==> config.mk <==
export PLATFORM = sky130hd
export DESIGN_NAME = long_multiplier_flat
export DESIGN_NICKNAME = d
export VERILOG_FILES = /design/src/rtl/long_multiplier_pkg.sv /design/src/rtl/long_multiplier_if.sv /design/src/rtl/long_multiplier_acc.sv /design/src/rtl/regne.sv /design/src/rtl/long_multiplier.sv /design/src/flat_wrapper.sv
export SDC_FILE = /design/constraint.sdc
export NUM_CORES = 1
export LEC_CHECK = 0
export CORE_MARGIN = 2
export CORE_UTILIZATION = 51
export DETAILED_ROUTE_END_ITERATION = 10
export PLACE_DENSITY_LB_ADDON = 0.3
export SYNTH_ARGS = -nofsm -noshare
export SYNTH_HDL_FRONTEND = slang
export SYNTH_SLANG_ARGS = --single-unit
==> constraint.sdc <==
create_clock -name Clock -period 2.7 [get_ports Clock]
set_input_delay 0.54 -clock Clock [delete_from_list [all_inputs] [get_ports Clock]]
set_output_delay 0.54 -clock Clock [all_outputs]
set_load 0.05 [all_outputs]
==> src/rtl/long_multiplier_pkg.sv <==
// long_multiplier shared types and constants.
// State encodings and the step-count reload value.
package long_multiplier_pkg;

   localparam int N    = 8;
   localparam int LOGN = 3;

   typedef enum logic [1:0] {
      S1 = 2'b00,
      S2 = 2'b01,
      S3 = 2'b10
   } state_t;

   localparam logic [LOGN-1:0] CNT_LOAD = LOGN'(N - 1);

endpackage

==> src/rtl/long_multiplier_if.sv <==
// long_multiplier start/acknowledge and operand bus.
// The master drives operands and s; the slave returns P and Done.
interface long_multiplier_if;
   import long_multiplier_pkg::*;

   logic           s;
   logic           LA;
   logic           EB;
   logic           EC;
   logic [N-1:0]   DataA;
   logic [N-1:0]   DataB;
   logic [N-1:0]   DataC;
   logic [2*N-1:0] P;
   logic           Done;

   modport master (
      output s, LA, EB, EC, DataA, DataB, DataC,
      input  P, Done
   );

   modport slave (
      input  s, LA, EB, EC, DataA, DataB, DataC,
      output P, Done
   );

endinterface

==> src/rtl/long_multiplier_acc.sv <==
// long_multiplier_acc: 2n-bit product/accumulator register.
// Loads {hi, lo}, or adds b to the upper half and shifts right.
module long_multiplier_acc
   import long_multiplier_pkg::*;
(
   input  logic           Clock,
   input  logic           Resetn,
   input  logic           ld,
   input  logic           step,
   input  logic [N-1:0]   hi,
   input  logic [N-1:0]   lo,
   input  logic [N-1:0]   b,
   output logic [2*N-1:0] p
);

   logic [N:0] sum;

   // upper half plus b when the current multiplier bit is set
   always_comb begin
      sum = {1'b0, p[2*N-1:N]};
      if (p[0]) sum = sum + {1'b0, b};
   end

   // load, shift-add step, or hold
   always_ff @(posedge Clock or negedge Resetn) begin
      if (!Resetn)   p <= '0;
      else if (ld)   p <= {hi, lo};
      else if (step) p <= {sum, p[N-1:1]};
   end

endmodule

==> src/rtl/regne.sv <==
// regne: n-bit register with load enable.
// Asynchronous active-low clear.
module regne #(
   parameter int n = 8
) (
   input  logic [n-1:0] R,
   input  logic         Clock,
   input  logic         Resetn,
   input  logic         E,
   output logic [n-1:0] Q
);

   // capture R when enabled
   always_ff @(posedge Clock or negedge Resetn) begin
      if (!Resetn) Q <= '0;
      else if (E)  Q <= R;
   end

endmodule

==> src/rtl/long_multiplier.sv <==
// long_multiplier: shift-and-add P = A*B + C, one bit per clock.
// Optional LONG_MULTIPLIER_ZERO_SKIP_EN: finish at once on a zero operand.
module long_multiplier
   import long_multiplier_pkg::*;
(
   input  logic             Clock,
   input  logic             Resetn,
   long_multiplier_if.slave bus
);

   state_t          state;
   state_t          nstate;
   logic [LOGN-1:0] count;
   logic [N-1:0]    a;
   logic [N-1:0]    b;
   logic [N-1:0]    c;
   logic [N-1:0]    hi;
   logic [N-1:0]    lo;
   logic            idle;
   logic            busy;

   assign idle = (state == S1);
   assign busy = (state == S2);

   regne #(.n(N)) ra (
      .R(bus.DataA), .Clock(Clock), .Resetn(Resetn),
      .E(bus.LA & idle), .Q(a)
   );

   regne #(.n(N)) rb (
      .R(bus.DataB), .Clock(Clock), .Resetn(Resetn),
      .E(bus.EB & idle), .Q(b)
   );

   regne #(.n(N)) rc (
      .R(bus.DataC), .Clock(Clock), .Resetn(Resetn),
      .E(bus.EC & idle), .Q(c)
   );

`ifdef LONG_MULTIPLIER_ZERO_SKIP_EN
   logic skip;

   assign skip = idle & bus.s & ((a == '0) | (b == '0));
   assign hi   = skip ? '0 : c;
   assign lo   = skip ? c : a;
`else
   assign hi = c;
   assign lo = a;
`endif

   // state register
   always_ff @(posedge Clock or negedge Resetn) begin
      if (!Resetn) state <= S1;
      else         state <= nstate;
   end

   // step counter: reload while idle, count down while stepping
   always_ff @(posedge Clock or negedge Resetn) begin
      if (!Resetn)   count <= '0;
      else if (idle) count <= CNT_LOAD;
      else if (busy) count <= count - LOGN'(1);
   end

   // next-state logic
   always_comb begin
      nstate = S1;
      case (state)
         S1: begin
            if (bus.s) begin
`ifdef LONG_MULTIPLIER_ZERO_SKIP_EN
               nstate = skip ? S3 : S2;
`else
               nstate = S2;
`endif
            end
         end
         S2:      nstate = (count == '0) ? S3 : S2;
         S3:      nstate = bus.s ? S3 : S1;
         default: nstate = S1;
      endcase
   end

   long_multiplier_acc u_acc (
      .Clock(Clock), .Resetn(Resetn),
      .ld(idle), .step(busy),
      .hi(hi), .lo(lo), .b(b),
      .p(bus.P)
   );

   assign bus.Done = (state == S3);

endmodule

==> src/flat_wrapper.sv <==
// flat-port wrapper written by rule: the top's interface ports become plain ports
module long_multiplier_flat import long_multiplier_pkg::*;
  (Clock, Resetn, bus_s, bus_LA, bus_EB, bus_EC, bus_DataA, bus_DataB, bus_DataC, bus_P, bus_Done);
  long_multiplier_if bus_i ();
  input  logic Clock;
  input  logic Resetn;
  input wire logic [$bits(bus_i.s)-1:0] bus_s;
  input wire logic [$bits(bus_i.LA)-1:0] bus_LA;
  input wire logic [$bits(bus_i.EB)-1:0] bus_EB;
  input wire logic [$bits(bus_i.EC)-1:0] bus_EC;
  input wire logic [$bits(bus_i.DataA)-1:0] bus_DataA;
  input wire logic [$bits(bus_i.DataB)-1:0] bus_DataB;
  input wire logic [$bits(bus_i.DataC)-1:0] bus_DataC;
  output wire logic [$bits(bus_i.P)-1:0] bus_P;
  output wire logic [$bits(bus_i.Done)-1:0] bus_Done;
  assign bus_i.s = bus_s;
  assign bus_i.LA = bus_LA;
  assign bus_i.EB = bus_EB;
  assign bus_i.EC = bus_EC;
  assign bus_i.DataA = bus_DataA;
  assign bus_i.DataB = bus_DataB;
  assign bus_i.DataC = bus_DataC;
  assign bus_P = bus_i.P;
  assign bus_Done = bus_i.Done;
  long_multiplier u_core (.Clock(Clock), .Resetn(Resetn), .bus(bus_i));
endmodule
Word level (Yosys, flattened, before mapping)
Cells that the tools add are included.
Cells by class
  $add $sub $neg: 2
  equal/unequal tests: 2
  mux-type cells: 9
  bitwise operators: 3
  reduce and logical (&&, ||, !) cells: 3
Operators with widths (number)
  16-bit two-way mux: 2
  8-bit by 8-bit adder with 9-bit output: 1
  9-bit two-way mux: 1
  3-bit two-way mux: 2
  2-bit one-hot mux with 3 select lines: 1
  2-bit two-way mux: 2
  1-bit bitwise AND: 3
  3-bit zero test: 1
  3-bit by 1-bit subtractor with 3-bit output, second input constant: 1
  2-bit by 1-bit == test with 1-bit output, second input constant: 1
  2-bit == test, second input constant: 1
  2-bit zero test: 1
  2-bit nonzero test: 1
  1-bit two-way mux: 1
Word-level totals
  flip-flop bits (word level): 45
  bits of input ports: 30
  output and inout bits: 17
  logic and storage cells: 25

Longest topological paths before layout
Gate-level depths: netlist (run 1).
  depth in word-level cells: 4
  depth in mapped cells: 7

By module
A second synthesis (run 1) with hierarchy kept.
Unflattened totals
  cells, all modules: 215
  area, all modules: 2522.4 µm²
By module, submodules not included
  long_multiplier_acc: instances 1, cells each 141, area each 1278.7 µm², sequential area each 400.4 µm²
  regne: instances 3, cells each 17, area each 331.6 µm², sequential area each 200.2 µm²
  long_multiplier: instances 1, cells each 23, area each 249.0 µm², sequential area each 125.1 µm²

Worst setup path after synthesis (run 1)
No wires, ideal clock.
  path kind: register -> register
  start: register u_core.u_acc.p[8]
  end: register u_core.u_acc.p[13]
  setup time: 0.124 ns
  arrival: 2.306 ns
  data required time: 2.576 ns
  setup slack: 0.270 ns
  stages on the path, launching flop included: 8
  path buffers: 0
  period minus slack after synthesis: 2.430 ns
  cells stage by stage: dfrtp_1 ha_1 inv_1 fa_1 nand2b_1 a21oi_1 mux2_2 a211o_1
Between the ends
  cells in the longest elaborated chain, start to end: 4
RTL lines
  start: declaration: RTL line long_multiplier_acc.sv:13  | output logic [2*N-1:0] p
  start signal: assignment: RTL line long_multiplier_acc.sv:27  | else if (ld) p <= {hi, lo};
  start signal: assignment: RTL line long_multiplier_acc.sv:28  | else if (step) p <= {sum, p[N-1:1]};
  8-bit by 8-bit adder with 9-bit output: RTL line long_multiplier_acc.sv:21  | if (p[0]) sum = sum + {1'b0, b};
  9-bit two-way mux: RTL line long_multiplier_acc.sv:21
  16-bit two-way mux: RTL line long_multiplier_acc.sv:28
  16-bit two-way mux: RTL line long_multiplier_acc.sv:27
No other way between the ends. The select of a mux whose other input is x is not followed.
A chain may end at the register's enable or synchronous reset.

Worst setup path in the final report (run 1)
  start: register u_core.u_acc.p[0]
  end: output bus_P[0]
RTL lines
  end: declaration: RTL line flat_wrapper.sv:14  | output wire logic [$bits(bus_i.P)-1:0] bus_P;
No word-level cell between the ends.

==> reports/results.ini, run 1 <==
[outcome]
status=completed

[detailed_routing]
drt_wl_total_um=4810
drt_pass1_iterations=4
drtIter0Drc=93
vias_per_cell=5.71
ant_nets=0
routedWlPerCell_um=15.4
vias=1786
route.detailed.drc=0

[grt]
top_usage_layer=met1
grt_usage_pct=20.6
grt-ovfl-total=0
grt_pass1_vias=1680
use_met2_pct=29.8
grt_max_degree=26
grtUsageMet1_pct=30.9
grt_first_pass_wirelength_um=8180
antenna_found_initial=0
use_met3_pct=4.72

[yosys]
syn_inst=214
ys.flop_type=dfrtp_1
synth_warnings=0
yosysTopAreaCellShare_pct=47.8
synth_fp_nets=255
synth_seq_cells=45
ys_seq_area_share_pct=47.8
synth_top_family_by_area=multiplexers
synth-simple-area-share_pct=12.9
synth-edff-count=0
synthAdderAreaFrac_pct=6.16
synthArstFlopShare_pct=100
synth_area_leaders=dfrtp_1 (48%), mux2_2 (11%), ha_1 (5.3%)
synthMuxAreaShare_pct=16.2
syn-cell-area_um2=2350
synth_compound_area_share_pct=12.9
synth.largest_area_cell=dfrtp_1
syn_avg_cell_area_um2=11.0
synthXorXnorAreaFrac_pct=0.372
ys_types=40

[finish]
fill_cells=362
drive_gt1_share_pct=14.9
fin_cells=313
nets=301
final_util_pct=67.2
synthToLayoutAreaGrowth_pct=26.0
antenna_cells=0

[worst_setup_path]
crit_cells=1
max_stage_delay_ns=0.89
worstPathArrival_ns=1.81
cp-end-kind=output port
timing_worst_setup_path_type=register to output port
reg2regPathDepth=7
start_kind=register
path_cells=clkdlybuf4s50_1
path_buf_inv=1
critPathMaxFanout=11
cp_slowest_cell=clkdlybuf4s50_1
cp_top_family=buffers and inverters
worstPathRequired_ns=2.16

[sta]
fin_crit_sh_pct=86.9
finalHoldViolCount=0
worst_pin_slew_ns=0.504
fmax_mhz=426
finClkSkew_ns=0.00891
holdWs_ns=0.172
fin_setup_tns_ns=0
setup_viol=0
period_needed_ns=2.35
grt_setup_unrepaired=no
drv_slew=0
relSlewSlack_pct=66.3

[pwr]
p_leak_nw=1.30
peakVddDrop_mv=0.546
power-per-cell-area_nw_per_um2=1360

[clock_tree]
cts_tree=yes
cts_root_buf=clkbuf_8
clk_latency_ns=0.30
ctsHtreeMaxLevel=2
ctsHoldBuffers=0
cts.clk_slew.worst_paths_ns=0.09
cts_sinks=45
cts_setup_buffers=0
cts_inserted_buffers=5
clockBufferDepth=2
cts_resized=0

[placement]
io_buffer_count=46
place_inst=305
hpwl_um=3530
gp_congestion=0.848

[floorplanning]
io_pins=47
die_area_um2=5180
die_x_um=72.0
start_util_pct=53.3
dieHeight_um=72.0
core-area_um2=4410
rows=24

[flow_run]
max-cap-violations=0

[min_path]
hold_class=primary input to asynchronous set/reset pin

synthesized netlist by cell type, drive strengths merged (2+ instances only):
cell type and number:
dfrtp 45, mux2 24, nand2 14, o21ai 14, nor2 13, mux2i 11, a21oi 10, ha 10
buf 9, inv 9, nand2b 6, a22oi 5, nor3b 5, a31oi 3, and2 3, nand3b 3
nor2b 3, o22ai 3, a211o 2, a211oi 2, nor3 2, nor4b 2, o21a 2, o31ai 2
area by class of cell:
| cell class | instances | area (um^2) | area share (%) |
|---|---|---|---|
| clock inverters | 2 | 38.8 | 1.31 |
| repair buffers | 49 | 488 | 16.4 |
| inverters | 9 | 33.8 | 1.14 |
| flip-flops and latches | 45 | 1130 | 38.0 |
| multi-input cells | 150 | 1140 | 38.5 |
| well taps | 52 | 65.1 | 2.19 |
| clock buffers | 6 | 72.6 | 2.45 |
sequential cells by signal, summed over array words and instances (netlist names):
signal          cells
u_core.u_acc.p     16
u_core.ra.Q         8
u_core.rb.Q         8
u_core.rc.Q         8
u_core.count        3
u_core.state        2
logic make-up after synthesis:
kind of cell,count (synthesis)
compound gates,48
buf+inv,19
mux,35
flops,45
xor+xnor,1
simple gates,55
fa+ha+maj,11
placed cells by master, fill, tap and decap left out, drive strengths merged, types with 2 or more instances in the layout:
| cell | netlist | layout |
|---|---|---|
| ha | 10 | 10 |
| a211oi | 2 | 2 |
| nor2 | 13 | 13 |
| o31ai | 2 | 2 |
| a21oi | 10 | 10 |
| nor4b | 2 | 2 |
| o21ai | 14 | 14 |
| buf | 9 | 5 |
| a31oi | 3 | 3 |
| mux2 | 24 | 24 |
| nor2b | 3 | 3 |
| and2 | 3 | 3 |
| clkbuf | 1 | 6 |
| nand2 | 14 | 14 |
| nor3 | 2 | 2 |
| dfrtp | 45 | 45 |
| nand2b | 6 | 6 |
| o22ai | 3 | 3 |
| a22oi | 5 | 5 |
| inv | 9 | 9 |
| nand3b | 3 | 3 |
| nor3b | 5 | 5 |
| clkdlybuf4s50 | 0 | 44 |
| a211o | 2 | 2 |
| o21a | 2 | 2 |
| mux2i | 11 | 11 |
where the power goes:
part	switching, W	total [W]	internal [W]
registers	0.000280	0.00130	0.00102
clock network	0.000236	0.000514	0.000278
logic	0.00123	0.00223	0.000998
metal layers:
metal  up-vias  routed length [um]  part of all wire (%)
met3         5                 256                   5.3
met4         0                  51                   1.1
met5         -                   0                     0
li1        862                   -                     -
met2        55                2160                    45
met1       864                2340                    49
metrics by stage:
step | area, um^2 | setup WS, ns | power [W]
floorplan | 2350 | 0.270 | 0.00293
global placement | 2860 | 0.527 | 0.00346
detailed placement | 2860 | 0.436 | 0.00353
CTS | 2970 | 0.344 | 0.00405
global route | 2970 | 0.266 | 0.00432
finish | 2970 | 0.353 | 0.00404
worst paths after layout:
path                       slack (ns)         startpoint                  to
max                              0.35  u_core.u_acc.p[0]            bus_P[0]
min                              0.17             Resetn     u_core.count[0]
max reg2reg                      0.38  u_core.u_acc.p[8]  u_core.u_acc.p[13]
min reg2reg                      0.48    u_core.count[0]     u_core.count[0]
max in group asynchronous        1.83             Resetn  u_core.u_acc.p[10]
min in group Clock               0.48    u_core.count[0]     u_core.count[0]
Power figures use the tool's default switching activity.
==> run 2, diff against run 1 <==
Settings changed: CTS_CLUSTER_SIZE set to 8, GPL_ROUTABILITY_DRIVEN set to 0, SKIP_CTS_REPAIR_TIMING set to 1.
==> results of run 2 <==
Same layout as run 1: the final DEF is identical, and so are final timing and power.
==> run 3, diff against run 2 <==
Settings changed: ABC_AREA set to 0, CORE_UTILIZATION 51 to 52, DONT_BUFFER_PORTS set to 1.
==> run 3 against run 2 <==
Compared with the run above:
- core utilization fell by 8.7 points
- die area is 1.8% lower
- wire length down 5.2%
- worst setup slack got worse by 0.022 ns
- global-route usage is 1.4 points lower
- via count down 12%
- critical endpoint is now bus_Done
- highest routed layer unchanged
==> reports/results.ini, run 3 (synthesis gave the netlist of run 1 again) <==
[outcome]
status=completed

[sta]
relSlewSlack_pct=44.0  ; -22 points
finalHoldViolCount=0  ; unchanged
setup_viol=0  ; unchanged
fmax_mhz=422  ; -0.93%
grt_setup_unrepaired=no
worst_pin_slew_ns=0.840  ; +0.336 ns
drv_slew=0  ; unchanged
period_needed_ns=2.37  ; +0.0220 ns
fin_crit_sh_pct=87.7  ; +0.81 points
fin_setup_tns_ns=0  ; unchanged
holdWs_ns=0.0739  ; -0.0982 ns
finClkSkew_ns=0.0127  ; +0.00374 ns

[floorplanning]
dieHeight_um=71.3  ; -0.91%
die_area_um2=5080  ; -1.8%
die_x_um=71.3  ; -0.91%
core-area_um2=4350  ; -1.4%
rows=24  ; unchanged
start_util_pct=54.1  ; +0.74 points
io_pins=47  ; unchanged

[placement]
placed_area_um2=2400  ; -16%
io_buffer_count=0  ; -100%
hpwl_um=3300  ; -6.4%

[min_path]
hold_class=primary input to asynchronous set/reset pin

[worst_setup_path]
start_kind=register
reg2regPathDepth=7  ; unchanged
cp-end-kind=output port
timing_worst_setup_path_type=register to output port
worstPathArrival_ns=1.83  ; +0.02 ns
crit_start=u_core.state[1]
worstPathRequired_ns=2.16  ; about the same
r2r_start=u_core.u_acc.p[8]
r2r_setup_slack_ns=0.52  ; +0.14 ns
endpoint=bus_Done
r2r-end=u_core.u_acc.p[13]
critPathMaxFanout=26  ; +15

[clock_tree]
cts_root_buf=clkbuf_8
cts.clk_slew.worst_paths_ns=0.09  ; about the same
ctsHtreeMaxLevel=2  ; unchanged
cts_inserted_buffers=5  ; unchanged
clk_latency_ns=0.30  ; about the same
clockBufferDepth=2  ; unchanged
cts_tree=yes
cts_sinks=45  ; unchanged

[grt]
grt-ovfl-total=0  ; unchanged
grt_max_degree=46  ; +77%
grt_pass1_vias=1575  ; -6.3%
antenna_found_initial=0  ; unchanged
grt_first_pass_wirelength_um=7510  ; -8.1%
grt_usage_pct=19.2  ; -1.4 points

[detailed_routing]
route.detailed.drc=0  ; unchanged
ant_nets=0  ; unchanged
vias_per_cell=5.83  ; +2.2%
drt_pass1_iterations=4  ; unchanged
vias=1575  ; -12%
routedWlPerCell_um=16.9  ; +10%
drt_wl_total_um=4560  ; -5.2%
drtIter0Drc=96  ; +3.2%

[pwr]
peakVddDrop_mv=0.686  ; +26%
power-per-cell-area_nw_per_um2=1490  ; +9.4%
p_leak_nw=1.14  ; -12%

[finish]
final_area_um2=2550  ; -14%
nets=258  ; -14%
seq_area_um2=1130  ; unchanged
fill_cells=344  ; -5.0%
synthToLayoutAreaGrowth_pct=8.18
regMostFlops=u_core.u_acc.p
final_util_pct=58.5  ; -8.7 points
layout_common_cells=dfrtp_1 (45), mux2_2 (24), nand2_1 (14), o21ai_0 (14), nor2_1 (13)
drive_gt1_share_pct=18.8  ; +3.9 points
final_common_cell=dfrtp_1
antenna_cells=0  ; unchanged
multiInputGateArea_um2=1140  ; unchanged
largest_reg_flops=16  ; unchanged

[flow_run]
max-cap-violations=0  ; unchanged

-- run 3: final cells by class --
| cell class | count | area share, % |
|---|---|---|
| multi-input combinational | 150 | 44.8 |
| sequential | 45 | 44.2 |
| clock buffer | 5 | 2.70 |
| timing repair buffer | 6 | 2.55 |
| tap | 52 | 2.55 |
| clock inverter | 3 | 1.82 |
| inverter | 9 | 1.33 |
-- run 3: power breakdown --
part           switching [W]  leakage [nW]  total [W]  internal [W]
clock               0.000236        0.0543   0.000513      0.000277
combinational       0.000826         0.550    0.00162      0.000799
sequential          0.000647         0.535    0.00165       0.00101
-- run 3: stage by stage --
stage	cells	worst slack [ns]	total power (W)
detailed placement	261	0.546	0.00327
global placement	261	0.593	0.00323
finish	270	0.332	0.00379
CTS	269	0.324	0.00379
floorplan	214	0.270	0.00293
global route	270	0.152	0.00408
-- run 3: how the worst min path moves through the flow --
| stage | start | endpoint | slack [ns] | depth (start not counted) |
|---|---|---|---|---|
| after floorplan | Resetn | u_core.count[0] | 0.24 | 0 |
| after global routing | Resetn | u_core.ra.Q[1] | 0.07 | 1 |
| after global placement | Resetn | u_core.rb.Q[7] | 0.25 | 0 |
| final | Resetn | u_core.ra.Q[5] | 0.07 | 1 |
| after detailed placement | Resetn | u_core.rb.Q[7] | 0.25 | 0 |
| after CTS | Resetn | u_core.ra.Q[1] | -0.09 | 0 |
-- run 3: per-layer routing --
| metal | track usage, % | vias to the layer above | wire length (um) |
|---|---|---|---|
| li1 | - | 772 | - |
| met1 | 25.5 | 757 | 2080 |
| met2 | 29.0 | 40 | 2130 |
| met3 | 6.05 | 6 | 308 |
| met4 | 8.39 | 0 | 43 |
| met5 | 0 | - | 0 |
-- run 3: worst max-delay path: stages (launching register included) --
cell	delay, ns
dfrtp_1	0.83
inv_1	0.32
nor2_1	0.16
buf_4	0.22
